--- src/rtl/mppc_pkg.sv ---
// rtl/mppc_pkg.sv - shared constants and saturating counter helpers
// Purpose: default sizing constants for the MPPC coincidence/rate block and
//          the saturating-increment helpers every event counter uses.
// Ports:   none (package).
package mppc_pkg;

  localparam int N_CH_MAX        = 8;
  localparam int WINDOW_DEF      = 4;
  localparam int GATE_CYCLES_DEF = 12_000_000;
  localparam int CNT_W_DEF       = 24;

  // All-ones value of a w-bit counter, carried in 32 bits (w <= 32).
  function automatic logic [31:0] cnt_max(input int w);
    if (w >= 32) return 32'hFFFF_FFFF;
    return (32'd1 << w) - 32'd1;
  endfunction

  // Increment v by one unless it already sits at all-ones for width w.
  function automatic logic [31:0] sat_inc(input logic [31:0] v, input logic inc, input int w);
    if (inc && (v != cnt_max(w))) return v + 32'd1;
    return v;
  endfunction

  // True when an increment is requested but the counter is already full,
  // i.e. an event is being dropped.
  function automatic logic sat_hit(input logic [31:0] v, input logic inc, input int w);
    return inc && (v == cnt_max(w));
  endfunction

endpackage

--- src/rtl/coinc_rate_counter_if.sv ---
// rtl/coinc_rate_counter_if.sv - channel input and count readout bundle
// Purpose: groups the enable/channel inputs and the pulse/snapshot outputs
//          of coinc_rate_counter.
// Ports (master = driver of channels/host side, slave = counter block):
//   enable, ch_in                        master -> slave
//   single_pulse, coinc_pulse,
//   singles_cnt, coinc_cnt, overflow,
//   cnt_valid                            slave -> master
interface coinc_rate_counter_if #(
  parameter int N_CH  = 2,
  parameter int CNT_W = mppc_pkg::CNT_W_DEF
) ();

  logic                    enable;
  logic [N_CH-1:0]         ch_in;
  logic [N_CH-1:0]         single_pulse;
  logic                    coinc_pulse;
  logic [N_CH*CNT_W-1:0]   singles_cnt;
  logic [CNT_W-1:0]        coinc_cnt;
  logic                    overflow;
  logic                    cnt_valid;

  modport master (
    output enable, ch_in,
    input  single_pulse, coinc_pulse, singles_cnt, coinc_cnt, overflow, cnt_valid
  );

  modport slave (
    input  enable, ch_in,
    output single_pulse, coinc_pulse, singles_cnt, coinc_cnt, overflow, cnt_valid
  );

endinterface

--- src/rtl/chan_edge_window.sv ---
// rtl/chan_edge_window.sv - per-channel synchroniser, edge detect and window
// Purpose: brings one asynchronous discriminator level into clk, finds its
//          rising edges and stretches each into a WINDOW-cycle active window.
// Ports:
//   clk, rst_n   clock, asynchronous active-low reset
//   enable       low forces edge/window to 0 (synchroniser keeps sampling)
//   ch_in        raw asynchronous channel level
//   edge_o       one-cycle rising-edge strobe (combinational, gated by enable)
//   active_o     high while the window counter is non-zero
module chan_edge_window #(
  parameter int WINDOW = mppc_pkg::WINDOW_DEF
) (
  input  logic clk,
  input  logic rst_n,
  input  logic enable,
  input  logic ch_in,
  output logic edge_o,
  output logic active_o
);

  localparam logic [7:0] WLOAD = 8'(WINDOW);

  logic       s1_q, s1_d;
  logic       s2_q, s2_d;
  logic       s3_q, s3_d;
  logic [7:0] wcnt_q, wcnt_d;

  always_comb begin
    s1_d = ch_in;
    s2_d = s1_q;
    // s3 keeps tracking while disabled so a level already high when enable
    // rises is not mistaken for a new edge.
    s3_d = s2_q;

    edge_o   = enable & s2_q & ~s3_q;
    active_o = (wcnt_q != 8'd0);

    wcnt_d = wcnt_q;
    if (!enable) begin
      wcnt_d = 8'd0;
    end else if (edge_o) begin
      wcnt_d = WLOAD;
    end else if (wcnt_q != 8'd0) begin
      wcnt_d = wcnt_q - 8'd1;
    end
  end

  always_ff @(posedge clk or negedge rst_n) begin
    if (!rst_n) begin
      s1_q   <= 1'b0;
      s2_q   <= 1'b0;
      s3_q   <= 1'b0;
      wcnt_q <= 8'd0;
    end else begin
      s1_q   <= s1_d;
      s2_q   <= s2_d;
      s3_q   <= s3_d;
      wcnt_q <= wcnt_d;
    end
  end

endmodule

--- src/rtl/coinc_rate_counter.sv ---
// rtl/coinc_rate_counter.sv - N-fold coincidence detector and gated rate counter
// Purpose: per-channel edge/window front ends, coincidence pulse generation,
//          saturating singles/coincidence counters and a gate timer that
//          publishes a latched snapshot once per gate.
// Ports:
//   CLK, RST_N   system clock, asynchronous active-low reset
//   bus          coinc_rate_counter_if.slave: enable, ch_in in;
//                single_pulse, coinc_pulse, singles_cnt (ch0 in LSBs),
//                coinc_cnt, overflow, cnt_valid out
module coinc_rate_counter
  import mppc_pkg::*;
#(
  parameter int N_CH        = 2,
  parameter int WINDOW      = WINDOW_DEF,
  parameter int GATE_CYCLES = GATE_CYCLES_DEF,
  parameter int CNT_W       = CNT_W_DEF
) (
  input  logic                 CLK,
  input  logic                 RST_N,
  coinc_rate_counter_if.slave  bus
);

  localparam int             TW   = $clog2(GATE_CYCLES);
  localparam logic [TW-1:0]  LAST = TW'(GATE_CYCLES - 1);

  logic [N_CH-1:0]       ch_edge;
  logic [N_CH-1:0]       active_w;
  logic                  all_active;
  logic                  terminal;
  logic                  sat_now;
  logic [N_CH*CNT_W-1:0] singles_next;
  logic [CNT_W-1:0]      coinc_next;

  logic [N_CH-1:0]       single_pulse_q, single_pulse_d;
  logic                  coinc_pulse_q, coinc_pulse_d;
  logic                  all_active_dly_q, all_active_dly_d;
  logic [N_CH*CNT_W-1:0] live_singles_q, live_singles_d;
  logic [CNT_W-1:0]      live_coinc_q, live_coinc_d;
  logic                  sticky_q, sticky_d;
  logic [TW-1:0]         timer_q, timer_d;
  logic [N_CH*CNT_W-1:0] snap_singles_q, snap_singles_d;
  logic [CNT_W-1:0]      snap_coinc_q, snap_coinc_d;
  logic                  overflow_q, overflow_d;
  logic                  cnt_valid_q, cnt_valid_d;

  genvar g;
  generate
    for (g = 0; g < N_CH; g++) begin : g_ch
      chan_edge_window #(.WINDOW(WINDOW)) u_ch (
        .clk      (CLK),
        .rst_n    (RST_N),
        .enable   (bus.enable),
        .ch_in    (bus.ch_in[g]),
        .edge_o   (ch_edge[g]),
        .active_o (active_w[g])
      );
    end
  endgenerate

  always_comb begin
    logic [31:0] t;
    t = 32'd0;

    all_active = &active_w;
    terminal   = bus.enable && (timer_q == LAST);

    single_pulse_d   = ch_edge;
    // Coincidence fires only on the rising edge of all_active, so retriggers
    // that keep every window open do not count again.
    all_active_dly_d = bus.enable & all_active;
    coinc_pulse_d    = bus.enable & all_active & ~all_active_dly_q;

    // Live value plus this cycle's increment, saturated.
    sat_now      = 1'b0;
    singles_next = '0;
    for (int i = 0; i < N_CH; i++) begin
      t = sat_inc(32'(live_singles_q[i*CNT_W +: CNT_W]), single_pulse_q[i], CNT_W);
      singles_next[i*CNT_W +: CNT_W] = t[CNT_W-1:0];
      sat_now = sat_now | sat_hit(32'(live_singles_q[i*CNT_W +: CNT_W]), single_pulse_q[i], CNT_W);
    end
    t          = sat_inc(32'(live_coinc_q), coinc_pulse_q, CNT_W);
    coinc_next = t[CNT_W-1:0];
    sat_now    = sat_now | sat_hit(32'(live_coinc_q), coinc_pulse_q, CNT_W);

    live_singles_d = singles_next;
    live_coinc_d   = coinc_next;
    sticky_d       = sticky_q | sat_now;
    timer_d        = timer_q + TW'(1);
    snap_singles_d = snap_singles_q;
    snap_coinc_d   = snap_coinc_q;
    overflow_d     = overflow_q;
    cnt_valid_d    = 1'b0;

    if (!bus.enable) begin
      live_singles_d = '0;
      live_coinc_d   = '0;
      sticky_d       = 1'b0;
      timer_d        = '0;
    end else if (terminal) begin
      snap_singles_d = singles_next;
      snap_coinc_d   = coinc_next;
      overflow_d     = sticky_q | sat_now;
      live_singles_d = '0;
      live_coinc_d   = '0;
      sticky_d       = 1'b0;
      timer_d        = '0;
      cnt_valid_d    = 1'b1;
    end
  end

  always_ff @(posedge CLK or negedge RST_N) begin
    if (!RST_N) begin
      single_pulse_q   <= '0;
      coinc_pulse_q    <= 1'b0;
      all_active_dly_q <= 1'b0;
      live_singles_q   <= '0;
      live_coinc_q     <= '0;
      sticky_q         <= 1'b0;
      timer_q          <= '0;
      snap_singles_q   <= '0;
      snap_coinc_q     <= '0;
      overflow_q       <= 1'b0;
      cnt_valid_q      <= 1'b0;
    end else begin
      single_pulse_q   <= single_pulse_d;
      coinc_pulse_q    <= coinc_pulse_d;
      all_active_dly_q <= all_active_dly_d;
      live_singles_q   <= live_singles_d;
      live_coinc_q     <= live_coinc_d;
      sticky_q         <= sticky_d;
      timer_q          <= timer_d;
      snap_singles_q   <= snap_singles_d;
      snap_coinc_q     <= snap_coinc_d;
      overflow_q       <= overflow_d;
      cnt_valid_q      <= cnt_valid_d;
    end
  end

  assign bus.single_pulse = single_pulse_q;
  assign bus.coinc_pulse  = coinc_pulse_q;
  assign bus.singles_cnt  = snap_singles_q;
  assign bus.coinc_cnt    = snap_coinc_q;
  assign bus.overflow     = overflow_q;
  assign bus.cnt_valid    = cnt_valid_q;

endmodule

--- src/flat_wrapper.sv ---
// flat-port wrapper written by rule: the top's interface ports become plain ports
module coinc_rate_counter_flat import mppc_pkg::*;
#(
  parameter int N_CH        = 2,
  parameter int WINDOW      = WINDOW_DEF,
  parameter int GATE_CYCLES = GATE_CYCLES_DEF,
  parameter int CNT_W       = CNT_W_DEF
)
  (CLK, RST_N, bus_enable, bus_ch_in, bus_single_pulse, bus_coinc_pulse, bus_singles_cnt, bus_coinc_cnt, bus_overflow, bus_cnt_valid);
  coinc_rate_counter_if #(.N_CH(N_CH), .CNT_W(CNT_W)) bus_i ();
  input  logic CLK;
  input  logic RST_N;
  input wire logic [$bits(bus_i.enable)-1:0] bus_enable;
  input wire logic [$bits(bus_i.ch_in)-1:0] bus_ch_in;
  output wire logic [$bits(bus_i.single_pulse)-1:0] bus_single_pulse;
  output wire logic [$bits(bus_i.coinc_pulse)-1:0] bus_coinc_pulse;
  output wire logic [$bits(bus_i.singles_cnt)-1:0] bus_singles_cnt;
  output wire logic [$bits(bus_i.coinc_cnt)-1:0] bus_coinc_cnt;
  output wire logic [$bits(bus_i.overflow)-1:0] bus_overflow;
  output wire logic [$bits(bus_i.cnt_valid)-1:0] bus_cnt_valid;
  assign bus_i.enable = bus_enable;
  assign bus_i.ch_in = bus_ch_in;
  assign bus_single_pulse = bus_i.single_pulse;
  assign bus_coinc_pulse = bus_i.coinc_pulse;
  assign bus_singles_cnt = bus_i.singles_cnt;
  assign bus_coinc_cnt = bus_i.coinc_cnt;
  assign bus_overflow = bus_i.overflow;
  assign bus_cnt_valid = bus_i.cnt_valid;
  coinc_rate_counter #(.N_CH(N_CH), .WINDOW(WINDOW), .GATE_CYCLES(GATE_CYCLES), .CNT_W(CNT_W)) u_core (.CLK(CLK), .RST_N(RST_N), .bus(bus_i));
endmodule
--- config.mk ---
export PLATFORM = sky130hd
export DESIGN_NAME = coinc_rate_counter_flat
export DESIGN_NICKNAME = d
export VERILOG_FILES = /design/src/rtl/mppc_pkg.sv /design/src/rtl/coinc_rate_counter_if.sv /design/src/rtl/chan_edge_window.sv /design/src/rtl/coinc_rate_counter.sv /design/src/flat_wrapper.sv
export SDC_FILE = /design/constraint.sdc
export NUM_CORES = 1
export LEC_CHECK = 0
export BUFFER_PORTS_ARGS = -buffer_cell sky130_fd_sc_hd__buf_2
export CAP_MARGIN = 20
export CORE_ASPECT_RATIO = 0.7
export CORE_UTILIZATION = 54
export CTS_BUF_LIST = sky130_fd_sc_hd__clkbuf_16
export DETAILED_ROUTE_END_ITERATION = 8
export GPL_TIMING_DRIVEN = 0
export MAX_ROUTING_LAYER = met4
export PLACE_DENSITY = 0.82
export RECOVER_POWER = 50
export SYNTH_ARGS = -nofsm -noshare
export SYNTH_HDL_FRONTEND = slang
export SYNTH_SLANG_ARGS = --single-unit
--- constraint.sdc ---
create_clock -name CLK -period 2.13 [get_ports CLK]
set_input_delay 0.426 -clock CLK [delete_from_list [all_inputs] [get_ports CLK]]
set_output_delay 0.426 -clock CLK [all_outputs]
set_load 0.01 [all_outputs]
==> metrics.yaml, run 1 <==
drt:
  drt_iter0_markers: 824
  wl_met2_um: 10820
  drc: 0
  top_layer: "met4"
  route.met3.wl_um: 1696
  vias_per_cell: 5.987
  wl_met1_um: 10630
  drt-pass1-iter-count: 7
  dr_total_vias: 7879
  drt_wl_total_um: 23680
  antenna_left: 0
  wl_per_cell_um: 18.00
cts:
  cts_root_buffer: "clkbuf_16"
  hold_buffers: 0
  cts_max_path_buffers: 2
  cts.sinks: 197
  clk_latency_ns: 0.44
  htree_levels: 4
  clk_pin_slew_worst_paths_ns: 0.07
  cts_buffers: 17
  tritoncts: "yes"
yosys:
  syn_area_mm2: 0.009284
  syn_avg_cell_area_um2: 9.671
  synth_cell_types: 52
  async_reset_ff_frac: 1.000
  ys_ff_latch: 197
  synth_top_area_frac: 0.5310
  yosys.area.top_type: "dfrtp_1"
  ys_seq_area_frac: 0.5310
  synthFlopType: "dfrtp_1"
  synth_cells: 960
  syn_nets: 973
  synth-edff-count: 0
  yosys_warnings: 0
  synth_area_leaders: "dfrtp_1 (53%), nand2_1 (4.8%), nor2_1 (4.4%)"
sta:
  tns_ns: 0
  slew_viol_final: 113
  skew_ns: 0.01063
  fmax_ghz: 0.4746
  finalHoldWorstSlack_ns: 0.09105
  setup_viol: 0
  final.period_utilization: 0.9893
  worst-slew-pin-transition_ns: 1.548
  rsz0062_at_grt: "yes"
  slew_headroom: -0.03171
  hold_viol_final: 0
  post-route-min-period_ns: 2.107
global_route:
  global_route.overflow_total: 0
  grt_pass1_vias: 7403
  antenna_found_initial: 1
  grt_pass1_wl_um: 38050
  grt_usage: 0.2786
  grt_start_max_net_pins: 114
pwr:
  power.share.sequential: 0.508
  power_frac_clock: 0.365
  p_int_uw: 5919
  swShare: 0.2678
  power_switching_uw: 2165
  vdd_ir_drop_max_v: 0.0005532
  comb_power_share: 0.127
  pwr_density_cell_mw_per_mm2: 732.8
  p_leak_uw: 0.004958
placement:
  portBuffers: 80
  gp_congestion: 0.9260
  dpl.hpwl_um: 15270
  dp.cells: 1266
floorplanning:
  initial_core_util: 0.5612
  core_mm2: 0.01654
  dieWidth_um: 158.7
  die-area_mm2: 0.01773
  ios: 82
  die_y_um: 111.7
  rows: 39
worst_setup_path:
  setup.worst_path.end_class: "flop"
  slowest_stage: "or4b_4"
  cp.arrival_ns: 2.48
  crit_path_max_incr_delay_ns: 0.47
  crit_chain: "ha_2, and4_4, nand4_1, buf_4, buf_4, buf_4, nor3_2, or4b_4, nand3_1"
  cp-start-kind: "flop"
  r2r-start: "u_core.timer_q[1]$_DFF_PN0_"
  cp_max_fo: 3
  critical_path_required_ns: 2.50
  critPathBufInv: 3
  critPathLaunch: "u_core.timer_q[1]$_DFF_PN0_"
  path_class: "flop to flop"
  crit_family: "simple AND/OR/NAND/NOR gates"
  cp_common_cell: "buf_4"
cells_and_area:
  multi_input_area_mm2: 0.004334
  layout-drive-gt1-share: 0.1789
  fin_nets: 1091
  layout_commonest_cell: "dfrtp_1"
  seq_area_mm2: 0.004940
  most-common-layout-cells: "dfrtp_1 (189), nand2_1 (117), nor2_1 (107), o21ai_0 (70), buf_2 (58)"
  fillCellCount: 1239
  syn_to_final_growth_pct: 18.84
  fin_cells: 1316
status:
  status: "finished, violations left"
  violations: "max-capacitance violations, max-slew violations"
worst_hold_path:
  min-delay-start: "bus_ch_in[0]"
  hold_path_class: "input pin to flop"
job:
  maxCapViolations: 1
worst paths after layout:
kind,endpoint,slack (ns),depth (start not counted)
hold / removal,u_core.g_ch[0].u_ch.s1_q$_DFF_PN0_,0.09,1
min in group asynchronous,u_core.bus.singles_cnt[14]$_DFFE_PN0P_,0.39,1
hold reg to reg,u_core.g_ch[0].u_ch.s2_q$_DFF_PN0_,0.35,0
setup reg to reg,u_core.bus.singles_cnt[47]$_DFFE_PN0P_,0.02,9
max in group asynchronous,u_core.live_singles_q[43]$_DFF_PN0_,0.59,2
setup / recovery,u_core.bus.singles_cnt[47]$_DFFE_PN0P_,0.02,9
layer usage:
metal | up-vias | global-route usage
li1 | 3651 | -
met4 | 0 | 0.1023
met2 | 325 | 0.3982
met3 | 68 | 0.04993
met1 | 3835 | 0.3979
met5 | - | -
per-stage QoR:
step | power [µW] | utilization | instance area (µm²) | setup WS [ns]
floorplan | 4846 | - | 9284 | 0.09191
global placement | 5083 | 0.6025 | 9966 | -2.514
detailed placement | 5140 | 0.6047 | 10000 | -0.5941
CTS | 8083 | 0.6544 | 10830 | -0.0002376
global route | 8463 | 0.6670 | 11030 | -0.09689
finish | 8085 | 0.6670 | 11030 | 0.02286
kinds of logic after synthesis:
group,count (synthesis),synth area share
muxes,6,0.006469
xor gates and xnor gates,78,0.07358
AOI/OAI and AO/OA,162,0.1040
DFF,197,0.5310
and+or+nand+nor,452,0.2478
adders and majority gates,8,0.01078
buffers and inverters,57,0.02628
layout make-up:
cell class	instances	share of cell area
well taps	225	0.02552
plain buffers	35	0.02654
diodes	1	0.0002268
multi-input cells	706	0.3928
repair buffers	110	0.05625
flip-flops and latches	197	0.4477
clock inverters	14	0.008619
clock buffers	17	0.03856
inverters	11	0.003742
synthesized netlist by cell type, drive strengths merged, types with 2 or more instances:
master / number
ha: 8
nand2: 118
dfrtp: 197
nor2: 110
and4: 18
nor4b: 3
o21ai: 77
o2111ai: 4
a211oi: 6
or4: 16
or3: 20
or4b: 4
a31oi: 5
clkbuf: 31
nand3b: 2
nor4: 8
and3: 23
nand4: 39
nand3: 52
and2: 10
o31ai: 3
xor2: 43
nor3: 19
buf: 15
inv: 11
nand2b: 2
a21oi: 37
or2: 5
o311ai: 6
o211ai: 19
xnor2: 35
mux2i: 6
timing repair:
action / in CTS / in global routing
endpoints found under the setup margin: 170 / 170
gates resized for setup: 58 / 66
pin swaps: 4 / 11
buffers inserted: 13 / 16
state kept, by name, summed over array words and instances, names as in the netlist, 2 cells and up:
signal and cells:
u_core.bus.single_pulse 2, u_core.g_ch.u_ch.s1_q 2, u_core.live_singles_q 48, u_core.bus.singles_cnt 48, u_core.g_ch.u_ch.s3_q 2, u_core.live_coinc_q 24
u_core.timer_q 24, u_core.g_ch.u_ch.s2_q 2, u_core.g_ch.u_ch.wcnt_q 16, u_core.bus.coinc_cnt 24
power groups by stage:
stage	sequential, µW	clock [µW]	combinational (µW)
after floorplan	4100	0	745
after global placement	4130	0	951
after detailed placement	4140	0	1000
after CTS	4080	2980	1030
after global routing	4130	3160	1180
final	4110	2950	1030
(Power assumes the default switching activity.)
==> run 2, diff against run 1 <==
--- a/config.mk
+++ b/config.mk
@@ -15,6 +15,8 @@
 export MAX_ROUTING_LAYER = met4
 export PLACE_DENSITY = 0.82
 export RECOVER_POWER = 50
+export SETUP_SLACK_MARGIN = 0.5
 export SYNTH_ARGS = -nofsm -noshare
 export SYNTH_HDL_FRONTEND = slang
 export SYNTH_SLANG_ARGS = --single-unit
+export TNS_END_PERCENT = 50
==> metrics.yaml, run 2 (synthesized netlist as in run 1, its figures left out) <==
status:
  status: "finished, violations left"  # unchanged
  violations: "max-slew violations, negative setup slack"  # was max-capacitance violations, max-slew violations
cells_and_area:
  final_area_mm2: 0.01261  # was 0.01103 mm²
  fin_nets: 1149  # was 1091
  multi_input_area_mm2: 0.004933  # was 0.004334 mm²
  fin_cells: 1374  # was 1316
  fillCellCount: 961  # was 1239
  most-common-layout-cells: "dfrtp_1 (183), nand2_1 (104), buf_2 (84), nor2_1 (66), buf_4 (54)"  # was dfrtp_1 (189), nand2_1 (117), nor2_1 (107), o21ai_0 (70), buf_2 (58)
  syn_to_final_growth_pct: 35.86  # was 18.84%
  layout_commonest_cell: "dfrtp_1"  # unchanged
  n_antenna_cell: 0  # was 1
  layout-drive-gt1-share: 0.3429  # was 0.1789
  fin_util: 0.7625  # was 0.6670
  seq_area_mm2: 0.004947  # was 0.004940 mm²
sta:
  slew_viol_final: 53  # was 113
  skew_ns: 0.009598  # was 0.01063 ns
  worst-slew-pin-transition_ns: 1.502  # was 1.548 ns
  final.period_utilization: 1.025  # was 0.9893
  fmax_ghz: 0.4579  # was 0.4746 GHz
  fin_ws_ns: -0.05400  # was 0.02286 ns
  post-route-min-period_ns: 2.184  # was 2.107 ns
  slew_headroom: -0.001618  # was -0.03171
  rsz0062_at_grt: "yes"  # unchanged
  setup_viol: 7  # was 0
  hold_viol_final: 0  # unchanged
drt:
  vias_per_cell: 6.347  # was 5.987
  drc: 0  # unchanged
  antenna_left: 0  # unchanged
  drt_iter0_markers: 1031  # was 824
  dr_total_vias: 8721  # was 7879
  wl_per_cell_um: 21.39  # was 18.00 µm
  drt_wl_total_um: 29380  # was 23680 µm
  drt-pass1-iter-count: 7  # unchanged
pwr:
  p_leak_uw: 0.005637  # was 0.004958 µW
  vdd_ir_drop_max_v: 0.0005741  # was 0.0005532 V
  p_int_uw: 6393  # was 5919 µW
  power_switching_uw: 2579  # was 2165 µW
  power_frac_clock: 0.356  # was 0.365
  pwr_density_cell_mw_per_mm2: 711.3  # was 732.8 mW/mm²
  comb_power_share: 0.182  # was 0.127
  power_uw: 8972  # was 8085 µW
  power.share.sequential: 0.463  # was 0.508
  swShare: 0.2875  # was 0.2678
placement:
  gp_congestion: 0.9515  # was 0.9260
  dpl_cell_area_mm2: 0.01012  # was 0.01000 mm²
  portBuffers: 80  # unchanged
  dpl.hpwl_um: 15440  # was 15270 µm
  dp.cells: 1267  # was 1266
worst_setup_path:
  crit_path_max_incr_delay_ns: 0.45  # was 0.47 ns
  slowest_stage: "dfrtp_2"  # was or4b_4
  path_class: "flop to flop"  # unchanged
  cp-start-kind: "flop"  # unchanged
  critPathBufInv: 3  # unchanged
  setup.worst_path.end_class: "flop"  # unchanged
  crit_chain: "nor4_4, nand3_2, buf_4, buf_4, nor2_4, clkbuf_4, o211ai_1, nand3_2"  # was ha_2, and4_4, nand4_1, buf_4, buf_4, buf_4, nor3_2, or4b_4, nand3_1
  crit_family: "simple AND/OR/NAND/NOR gates"  # unchanged
  critical_path_required_ns: 2.50  # about the same
  cp.arrival_ns: 2.55  # was 2.48 ns
  cp_max_fo: 10  # was 3
floorplanning:
  die-area_mm2: 0.01773  # unchanged
  rows: 39  # unchanged
  initial_core_util: 0.5612  # unchanged
  core_mm2: 0.01654  # unchanged
  ios: 82  # unchanged
  dieWidth_um: 158.7  # unchanged
  die_y_um: 111.7  # unchanged
global_route:
  global_route.overflow_total: 0  # unchanged
  grt_pass1_wl_um: 40960  # was 38050 µm
  grt_usage: 0.3009  # was 0.2786
  grt_pass1_vias: 7798  # was 7403
  antenna_found_initial: 0  # was 1
  grt_start_max_net_pins: 110  # was 114
cts:
  hold_buffers: 0  # unchanged
  htree_levels: 4  # unchanged
  clk_pin_slew_worst_paths_ns: 0.07  # about the same
  clk_latency_ns: 0.44  # about the same
  cts_max_path_buffers: 2  # unchanged
  cts.sinks: 197  # unchanged
  cts_buffers: 17  # unchanged
  cts_root_buffer: "clkbuf_16"  # unchanged
  tritoncts: "yes"  # unchanged
job:
  maxCapViolations: 0  # was 1
worst_hold_path:
  hold_path_class: "input pin to flop"  # unchanged
## run 2: through the flow
stage	setup WS (ns)	TNS, ns	hold slack (ns)
detailed placement	-0.3848	-37.93	0.3379
global placement	-2.547	-525.85	0.3359
floorplan	0.1251	0	0.1304
CTS	0.05502	0	0.08079
global route	-0.1116	-1.981	0.08000
finish	-0.05400	-0.2310	0.08636
## run 2: per-layer routing
layer	up-vias	track usage	share of wire
met1	4269	0.4282	0.41
li1	3794	-	-
met4	0	0.08155	0.034
met5	-	-	0
met2	556	0.4401	0.46
met3	102	0.05999	0.093
## run 2: what timing repair did
item | CTS | global route
gates resized for setup | 104 | 241
cloned | 5 | 9
endpoints found under the hold margin | 0 | 0
pin swaps | 25 | 64
endpoints found under the setup margin | 187 | 186
buffers inserted | 48 | 13
## run 2: cell type report
type,count,area share
plain buffers,46,0.04513
clock buffers,17,0.03373
clock inverters,15,0.01111
inverters,11,0.003273
multi-input cells,706,0.3911
flip-flops and latches,197,0.3922
well taps,225,0.02232
repair buffers,157,0.1011
## run 2: worst paths after layout
check / cells past startpoint / endpoint / slack [ns] / from
setup reg to reg: 8 / u_core.bus.singles_cnt[43]$_DFFE_PN0P_ / -0.05 / u_core.timer_q[13]$_DFF_PN0_
setup / recovery: 8 / u_core.bus.singles_cnt[43]$_DFFE_PN0P_ / -0.05 / u_core.timer_q[13]$_DFF_PN0_
min in group asynchronous: 1 / u_core.bus.singles_cnt[12]$_DFFE_PN0P_ / 0.38 / RST_N
hold reg to reg: 0 / u_core.g_ch[0].u_ch.s2_q$_DFF_PN0_ / 0.35 / u_core.g_ch[0].u_ch.s1_q$_DFF_PN0_
hold / removal: 1 / u_core.g_ch[0].u_ch.s1_q$_DFF_PN0_ / 0.09 / bus_ch_in[0]
max in group asynchronous: 2 / u_core.live_singles_q[34]$_DFF_PN0_ / 0.63 / RST_N
## run 2: power by group through the flow
| stage | combinational [µW] | sequential, µW | clock (µW) |
|---|---|---|---|
| 2_1_floorplan | 749 | 4100 | 0 |
| 3_3_place_gp | 950 | 4130 | 0 |
| 3_5_place_dp | 1010 | 4130 | 0 |
| 4_1_cts | 1100 | 4070 | 3160 |
| 5_1_grt | 1760 | 4170 | 3340 |
| 6_report | 1630 | 4150 | 3190 |
